===== src/rtl/tc_pkg.sv =====
// Shared lamp encodings, FSM state codes and helpers for the
// N-way traffic-light controller.
package tc_pkg;

    localparam logic [2:0] LAMP_RED = 3'b100;
    localparam logic [2:0] LAMP_YEL = 3'b010;
    localparam logic [2:0] LAMP_GRN = 3'b001;

    typedef enum logic [1:0] {
        GREEN  = 2'd0,
        YELLOW = 2'd1,
        ALLRED = 2'd2,
        HOLD   = 2'd3
    } state_t;

    function automatic int imax(input int a, input int b);
        return (a > b) ? a : b;
    endfunction

endpackage


===== src/rtl/tc_rr_pick.sv =====
// Round-robin selector: first waiting approach after cur,
// falling back to cur+1 when nobody else is waiting.
module tc_rr_pick #(
    parameter int N_WAY = 4,
    parameter int AW    = $clog2(N_WAY)
) (
    input  logic [N_WAY-1:0] req,
    input  logic [AW-1:0]    cur,
    output logic [AW-1:0]    nxt,
    output logic             any_other
);

    logic [AW-1:0] j;

    // Scan farthest-first so the nearest waiting index wins.
    always_comb begin
        j         = '0;
        nxt       = AW'((int'(cur) + 1) % N_WAY);
        any_other = 1'b0;
        for (int k = N_WAY - 1; k >= 1; k--) begin
            j = AW'((int'(cur) + k) % N_WAY);
            if (req[j]) begin
                nxt       = j;
                any_other = 1'b1;
            end
        end
    end

endmodule


===== src/rtl/tc_moore_nway.sv =====
// Moore traffic-light controller for an N-way junction with
// minimum green, timed yellow, all-red clearance and emergency hold.
module tc_moore_nway
    import tc_pkg::*;
#(
    parameter int N_WAY     = 4,
    parameter int GREEN_MIN = 4,
    parameter int YELLOW_T  = 5
) (
    input  logic                 CLK,
    input  logic                 R,
    input  logic [N_WAY-1:0]     T,
    input  logic                 EMG,
    output logic [3*N_WAY-1:0]   L,
    output logic [$clog2(N_WAY)-1:0] ACTIVE,
    output logic [1:0]           PHASE
);

    localparam int AW   = $clog2(N_WAY);
    localparam int MAXD = imax(GREEN_MIN, YELLOW_T);
    localparam int CW   = $clog2(MAXD + 1);

    localparam logic [CW-1:0] G_LAST = CW'(GREEN_MIN - 1);
    localparam logic [CW-1:0] Y_LAST = CW'(YELLOW_T - 1);
    localparam logic [CW-1:0] C_SAT  = CW'(MAXD);

    state_t        state;
    logic [AW-1:0] active;
    logic [CW-1:0] cnt;
    logic [CW-1:0] cnt_inc;
    logic [AW-1:0] nxt;
    logic          any_other;
    logic          go_yel;

    tc_rr_pick #(
        .N_WAY (N_WAY),
        .AW    (AW)
    ) u_pick (
        .req       (T),
        .cur       (active),
        .nxt       (nxt),
        .any_other (any_other)
    );

    assign cnt_inc = (cnt == C_SAT) ? cnt : cnt + CW'(1);

    // Emergency overrides the minimum green time.
    assign go_yel = EMG
                 || ((cnt >= G_LAST) && !T[active] && any_other);

    always_ff @(posedge CLK) begin
        if (!R) begin
            state  <= GREEN;
            active <= '0;
            cnt    <= '0;
        end else begin
            unique case (state)
                GREEN: begin
                    if (go_yel) begin
                        state <= YELLOW;
                        cnt   <= '0;
                    end else begin
                        cnt <= cnt_inc;
                    end
                end
                YELLOW: begin
                    if (cnt >= Y_LAST) begin
                        state <= ALLRED;
                        cnt   <= '0;
                    end else begin
                        cnt <= cnt_inc;
                    end
                end
                ALLRED: begin
                    cnt <= '0;
                    if (EMG) begin
                        state <= HOLD;
                    end else begin
                        state  <= GREEN;
                        active <= nxt;
                    end
                end
                HOLD: begin
                    if (!EMG) begin
                        state <= ALLRED;
                        cnt   <= '0;
                    end else begin
                        cnt <= cnt_inc;
                    end
                end
                default: begin
                    state <= GREEN;
                    cnt   <= '0;
                end
            endcase
        end
    end

    always_comb begin
        L = '0;
        for (int i = 0; i < N_WAY; i++) begin
            if (active == AW'(i) && state == GREEN)
                L[3*i +: 3] = LAMP_GRN;
            else if (active == AW'(i) && state == YELLOW)
                L[3*i +: 3] = LAMP_YEL;
            else
                L[3*i +: 3] = LAMP_RED;
        end
    end

    assign ACTIVE = active;
    assign PHASE  = state;

endmodule


===== config.mk =====
export PLATFORM = sky130hd
export DESIGN_NAME = tc_moore_nway
export DESIGN_NICKNAME = d
export VERILOG_FILES = /design/src/rtl/tc_pkg.sv /design/src/rtl/tc_rr_pick.sv /design/src/rtl/tc_moore_nway.sv
export SDC_FILE = /design/constraint.sdc
export NUM_CORES = 1
export LEC_CHECK = 0
export ABC_AREA = 1
export CORE_MARGIN = 2
export CORE_UTILIZATION = 35
export DETAILED_ROUTE_END_ITERATION = 8
export GPL_TIMING_DRIVEN = 0
export MAX_ROUTING_LAYER = met4
export PLACE_DENSITY = 0.64
export SLEW_MARGIN = 15
export SYNTH_ARGS = -nofsm -noshare
export SYNTH_HDL_FRONTEND = slang
export SYNTH_SLANG_ARGS = --single-unit

===== constraint.sdc =====
create_clock -name CLK -period 2.5 [get_ports CLK]
set_input_delay 0.5 -clock CLK [delete_from_list [all_inputs] [get_ports CLK]]
set_output_delay 0.5 -clock CLK [all_outputs]
set_load 0.01 [all_outputs]

==> results of run 1 <==
## placed cells by master (no fill, tap or decap), drive strengths merged
| master | count |
|---|---|
| ha | 8 |
| inv | 27 |
| clkdlybuf4s50 | 22 |
| o22ai | 1 |
| a21oi | 13 |
| clkinv | 1 |
| nand3 | 6 |
| dfxtp | 7 |
| nand3b | 1 |
| o21ai | 6 |
| xor2 | 1 |
| clkbuf | 4 |
| nor2 | 17 |
| nor3 | 2 |
| nand2 | 28 |
## power breakdown
| group | total (mW) | switching [mW] | internal (mW) |
|---|---|---|---|
| sequential | 0.125 | 0.00702 | 0.118 |
| combinational | 0.0988 | 0.0533 | 0.0454 |
| clock | 0.104 | 0.0428 | 0.0610 |
## cell type report
cell class	count	area share, %
sequential	7	14.5
timing repair buffer	22	22.5
inverter	28	10.7
clock buffer	4	2.69
tap	27	3.45
multi-input combinational	83	46.2
## worst paths after layout
path / startpoint / to / slack, ns
max: PHASE[0]$_SDFFE_PN0P_ / L[10] / 0.21
min: PHASE[1]$_SDFFE_PN0P_ / PHASE[1]$_SDFFE_PN0P_ / 0.53
max reg2reg: ACTIVE[1]$_SDFFE_PN0P_ / ACTIVE[0]$_SDFFE_PN0P_ / 0.86
min reg2reg: PHASE[1]$_SDFFE_PN0P_ / PHASE[1]$_SDFFE_PN0P_ / 0.53
## registers in the layout (all words and copies together) (netlist names)
| name | cells |
|---|---|
| ACTIVE | 2 |
| PHASE | 2 |
| cnt | 3 |
## worst max-delay path, delay by kind of cell, from the launching register on
kind	cells	cell delay, ns
buffers and inverters	3	0.85
and+or+nand+nor	2	0.30
DFF	1	0.39
## layer usage
metal / GRT usage, % / part of all wire (%) / up-vias
met1: 15.6 / 50 / 313
met5: - / 0 / -
met2: 24.0 / 43 / 19
met3: 3.70 / 4.8 / 5
li1: - / - / 415
met4: 5.71 / 1.6 / 0
## kinds of logic after synthesis
family | count (synthesis)
buffers and inverters | 28
AND/OR/NAND/NOR | 54
adder cells (fa/ha/maj) | 8
XOR/XNOR | 1
AO/OA/AOI/OAI | 20
flip-flops | 7
## per-stage QoR
stage	util (%)	hold slack, ns	setup slack, ns
2_1_floorplan	-	0.525	0.935
3_3_place_gp	49.5	0.506	0.420
3_5_place_dp	49.5	0.521	0.386
4_1_cts	50.8	0.529	0.104
5_1_grt	50.9	0.558	0.0539
6_report	50.9	0.532	0.208
==> reports/qor.yml, run 1 <==
hpwl_um: 1250
worstMarginPinSlew_ns: 0.317
syn2layout_area_growth_pct: 40.4
yosysSeqAreaShare_pct: 20.1
die_w_um: 48.6
critPathMostFrequentCell: "nor2_1"
cts_buffers: 3
drive_above_1_share_pct: 8.33
antenna_found_initial: 0
endpoint_kind: "primary output"
async_flop_share_pct: 0
synth_nets: 133
synth_xor_xnor_area_share_pct: 1.26
skew_ns: 0.00721
worstPathArrival_ns: 1.79
period_share_pct: 91.7
tns_ns: 0
yosys_warnings: 0
via_per_inst: 4.40
portBuffers: 22
synth_top_cell_by_area: "dfxtp_1"
clockBufferDepth: 2
synthesis.instances: 118
grt_pass1_wl_um: 2580
drc: 0
hold_depth: 2
worstPathMaxFanout: 9
routedWlPerCell_um: 8.91
clock_sinks: 7
cap_violations: 0
power_density_nw_per_um2: 335
synthTopCellsByArea: "dfxtp_1, ha_1, inv_1"
n_antenna_cell: 0
yosysMostFrequentCell: "inv_1"
fmaxAchievable_mhz: 436
seq_area_um2: 141
coreArea_um2: 1920
grt_pass1_vias: 641
hold_path_class: "register to register"
insertion_delay_ns: 0.26
nets: 160
finalSetupViolCount: 0
vias: 752
die_h_um: 48.6
fillers: 215
h-tree-depth: 1
leakagePower_nw: 0.462
slew_headroom_pct: 78.7
period_minus_slack_ns: 2.29
place_area_um2: 951
dr.first_iter.drc_count: 8
peakVddDrop_uv: 275
synth_top_cell_area_share_pct: 20.1
dp.cells: 167
ys_seq_elements: 7
path_clk_slew_ns: 0.05
synth_flop_cell: "dfxtp_1"
ys_types: 17
post_cts_buffers: 0
outcome: "complete, no violations"
path_class: "register to primary output"
fin_cells: 171
netlist_area_um2: 697
power.total_uw: 328
synthMuxAreaShare_pct: 0
cts-root-buf: "clkbuf_4"
hold_buffers: 0
synth_top_family_by_area: "simple AND/OR/NAND/NOR gates"
rows: 16
overflow: 0
synthTopCellsByCount: "inv_1, nand2_1, nor2_1"
io_pins: 23
post_synth_and_or_nand_nor_area_fraction_pct: 34.6
ant_nets: 0
synth_fa_ha_area_share_pct: 14.4
track_usage_pct: 14.1
rsz0062_at_grt: "false"
start_kind: "register"
synth_compound_area_share_pct: 14.5
firstDrtPassIters: 4
postCtsResizedCells: 0
initial_core_util_pct: 36.3
finish.instance_area_um2: 978
finalHoldViolCount: 0
place.gp.congestion: 0.803
cp_cell_sequence: "inv_1 > nor2_1 > clkinv_1 > nor2_1 > clkdlybuf4s50_1"
wirelength_um: 1520
cts_tree: "done"
syn_area_per_cell_um2: 5.91
slowest_delay_ns: 0.56
reg2reg_depth: 10
required_ns: 2.00
synth_edf_count: 0
drv_slew: 0
multi_input_area_um2: 452
critPathSlowestCell: "clkdlybuf4s50_1"
die_area_um2: 2360
grt_max_degree: 11
(Power assumes the default switching activity.)
==> run 2: changes to the inputs <==
--- a/config.mk
+++ b/config.mk
@@ -9,7 +9,7 @@
 export CORE_MARGIN = 2
 export CORE_UTILIZATION = 35
 export DETAILED_ROUTE_END_ITERATION = 8
-export GPL_TIMING_DRIVEN = 0
+export GPL_TIMING_DRIVEN = 1
 export MAX_ROUTING_LAYER = met4
 export PLACE_DENSITY = 0.64
 export SLEW_MARGIN = 15
==> run 2 against run 1 <==
Utilization shrank 0.065 points. First-iteration DRC count grew 13%. Wire length is essentially flat. Fmax shrank 0.84%. Via count shrank 1.1%. Largest cell class unchanged.
==> reports/qor.yml, run 2 (synthesis gave the netlist of run 1 again) <==
period_share_pct: 92.5
finalHoldViolCount: 0
cts_buffers: 3
grt_pass1_vias: 623
firstDrtPassIters: 4
setup_slack_ns: 0.188
clockBufferDepth: 2
via_per_inst: 4.35
period_minus_slack_ns: 2.31
leakagePower_nw: 0.462
path_clk_slew_ns: 0.05
seq_area_um2: 140
required_ns: 2.00
die_h_um: 48.6
clock_sinks: 7
antenna_found_initial: 0
insertion_delay_ns: 0.25
start_kind: "register"
place_ws_ns: 0.451
drc: 0
track_usage_pct: 13.6
peakVddDrop_uv: 256
initial_core_util_pct: 36.3
power.total_uw: 327
worstPathMaxFanout: 10
path_class: "register to primary output"
crit_end: "L[2]"
grt_max_degree: 11
routedWlPerCell_um: 8.91
die_w_um: 48.6
rows: 16
cp_cell_sequence: "inv_2 > ha_1 > inv_1 > a21oi_1 > inv_1 > clkdlybuf4s50_1"
n_antenna_cell: 0
coreArea_um2: 1920
place.gp.congestion: 0.818
slew_headroom_pct: 78.9
multi_input_area_um2: 452
rrSetupSlack_ns: 0.85
rr_endpoint: "ACTIVE[0]$_SDFFE_PN0P_"
cts_tree: "done"
utilization_pct: 50.8
tns_ns: 0
drv_slew: 0
slowest_delay_ns: 0.52
postCtsResizedCells: 0
overflow: 0
holdWs_ns: 0.517
hold_buffers: 0
endpoint_kind: "primary output"
syn2layout_area_growth_pct: 40.2
largest_reg_flops: 3
power_density_nw_per_um2: 335
drive_above_1_share_pct: 7.64
skew_ns: 0.00110
worstMarginPinSlew_ns: 0.316
portBuffers: 22
layout_commonest_cell: "inv_1"
wirelength_um: 1520
outcome: "complete, no violations"
cap_violations: 0
worstPathArrival_ns: 1.81
layout_common_cells: "inv_1, nand2_1, clkdlybuf4s50_1"
hpwl_um: 1280
ant_nets: 0
cts-root-buf: "clkbuf_4"
io_pins: 23
r2r_start: "ACTIVE[0]$_SDFFE_PN0P_"
fillers: 201
cp-startpoint: "ACTIVE[0]$_SDFFE_PN0P_"
fmaxAchievable_mhz: 433
die_area_um2: 2360
grt_pass1_wl_um: 2530
nets: 160
post_cts_buffers: 0
critPathSlowestCell: "clkdlybuf4s50_1"
rsz0062_at_grt: "false"
dr.first_iter.drc_count: 9
top_register: "cnt"
h-tree-depth: 1
reg2reg_depth: 10
finalSetupViolCount: 0
critPathMostFrequentCell: "inv_1"
hold_path_class: "register to register"
vias: 744
[run 2: per-stage QoR]
stage	instance area [um2]	instances
after floorplan	697	118
after global placement	951	167
after detailed placement	951	167
after CTS	977	171
after global routing	977	171
final	977	171
[run 2: final cells by class]
class	count	share of cell area, %
sequential	7	14.3
tap	27	3.46
inverter	28	10.8
multi-input combinational	83	46.2
clock buffer	4	2.69
timing repair buffer	22	22.5
[run 2: worst min-delay path by stage]
stage,startpoint,to,slack [ns],depth (start not counted)
final,PHASE[0]$_SDFFE_PN0P_,PHASE[1]$_SDFFE_PN0P_,0.52,2
after global routing,PHASE[0]$_SDFFE_PN0P_,PHASE[1]$_SDFFE_PN0P_,0.57,2
after CTS,PHASE[0]$_SDFFE_PN0P_,PHASE[1]$_SDFFE_PN0P_,0.52,2
after detailed placement,PHASE[0]$_SDFFE_PN0P_,PHASE[1]$_SDFFE_PN0P_,0.51,2
after global placement,PHASE[1]$_SDFFE_PN0P_,PHASE[1]$_SDFFE_PN0P_,0.50,2
after floorplan,PHASE[1]$_SDFFE_PN0P_,PHASE[1]$_SDFFE_PN0P_,0.52,2
[run 2: report_power, final]
| part | total [mW] | switching [mW] | internal, mW |
|---|---|---|---|
| registers | 0.125 | 0.00677 | 0.118 |
| clock network | 0.104 | 0.0427 | 0.0610 |
| logic | 0.0989 | 0.0535 | 0.0454 |
| total | 0.327 | 0.103 | 0.224 |
[run 2: metal layers]
layer  vias to the layer above  GRT usage, %  share of wire, %
li1                        412             -                 -
met1                       310          15.3                48
met2                        20          23.7                46
met3                         2          4.32               5.2
met4                         0          2.86              0.52
met5                         -             -                 0
[run 2: critical path, delay by kind of cell, from the launching register on]
kind | cells | cell delay (ns)
flops | 1 | 0.50
fa+ha+maj | 1 | 0.23
buf+inv | 4 | 0.79
compound gates | 1 | 0.04
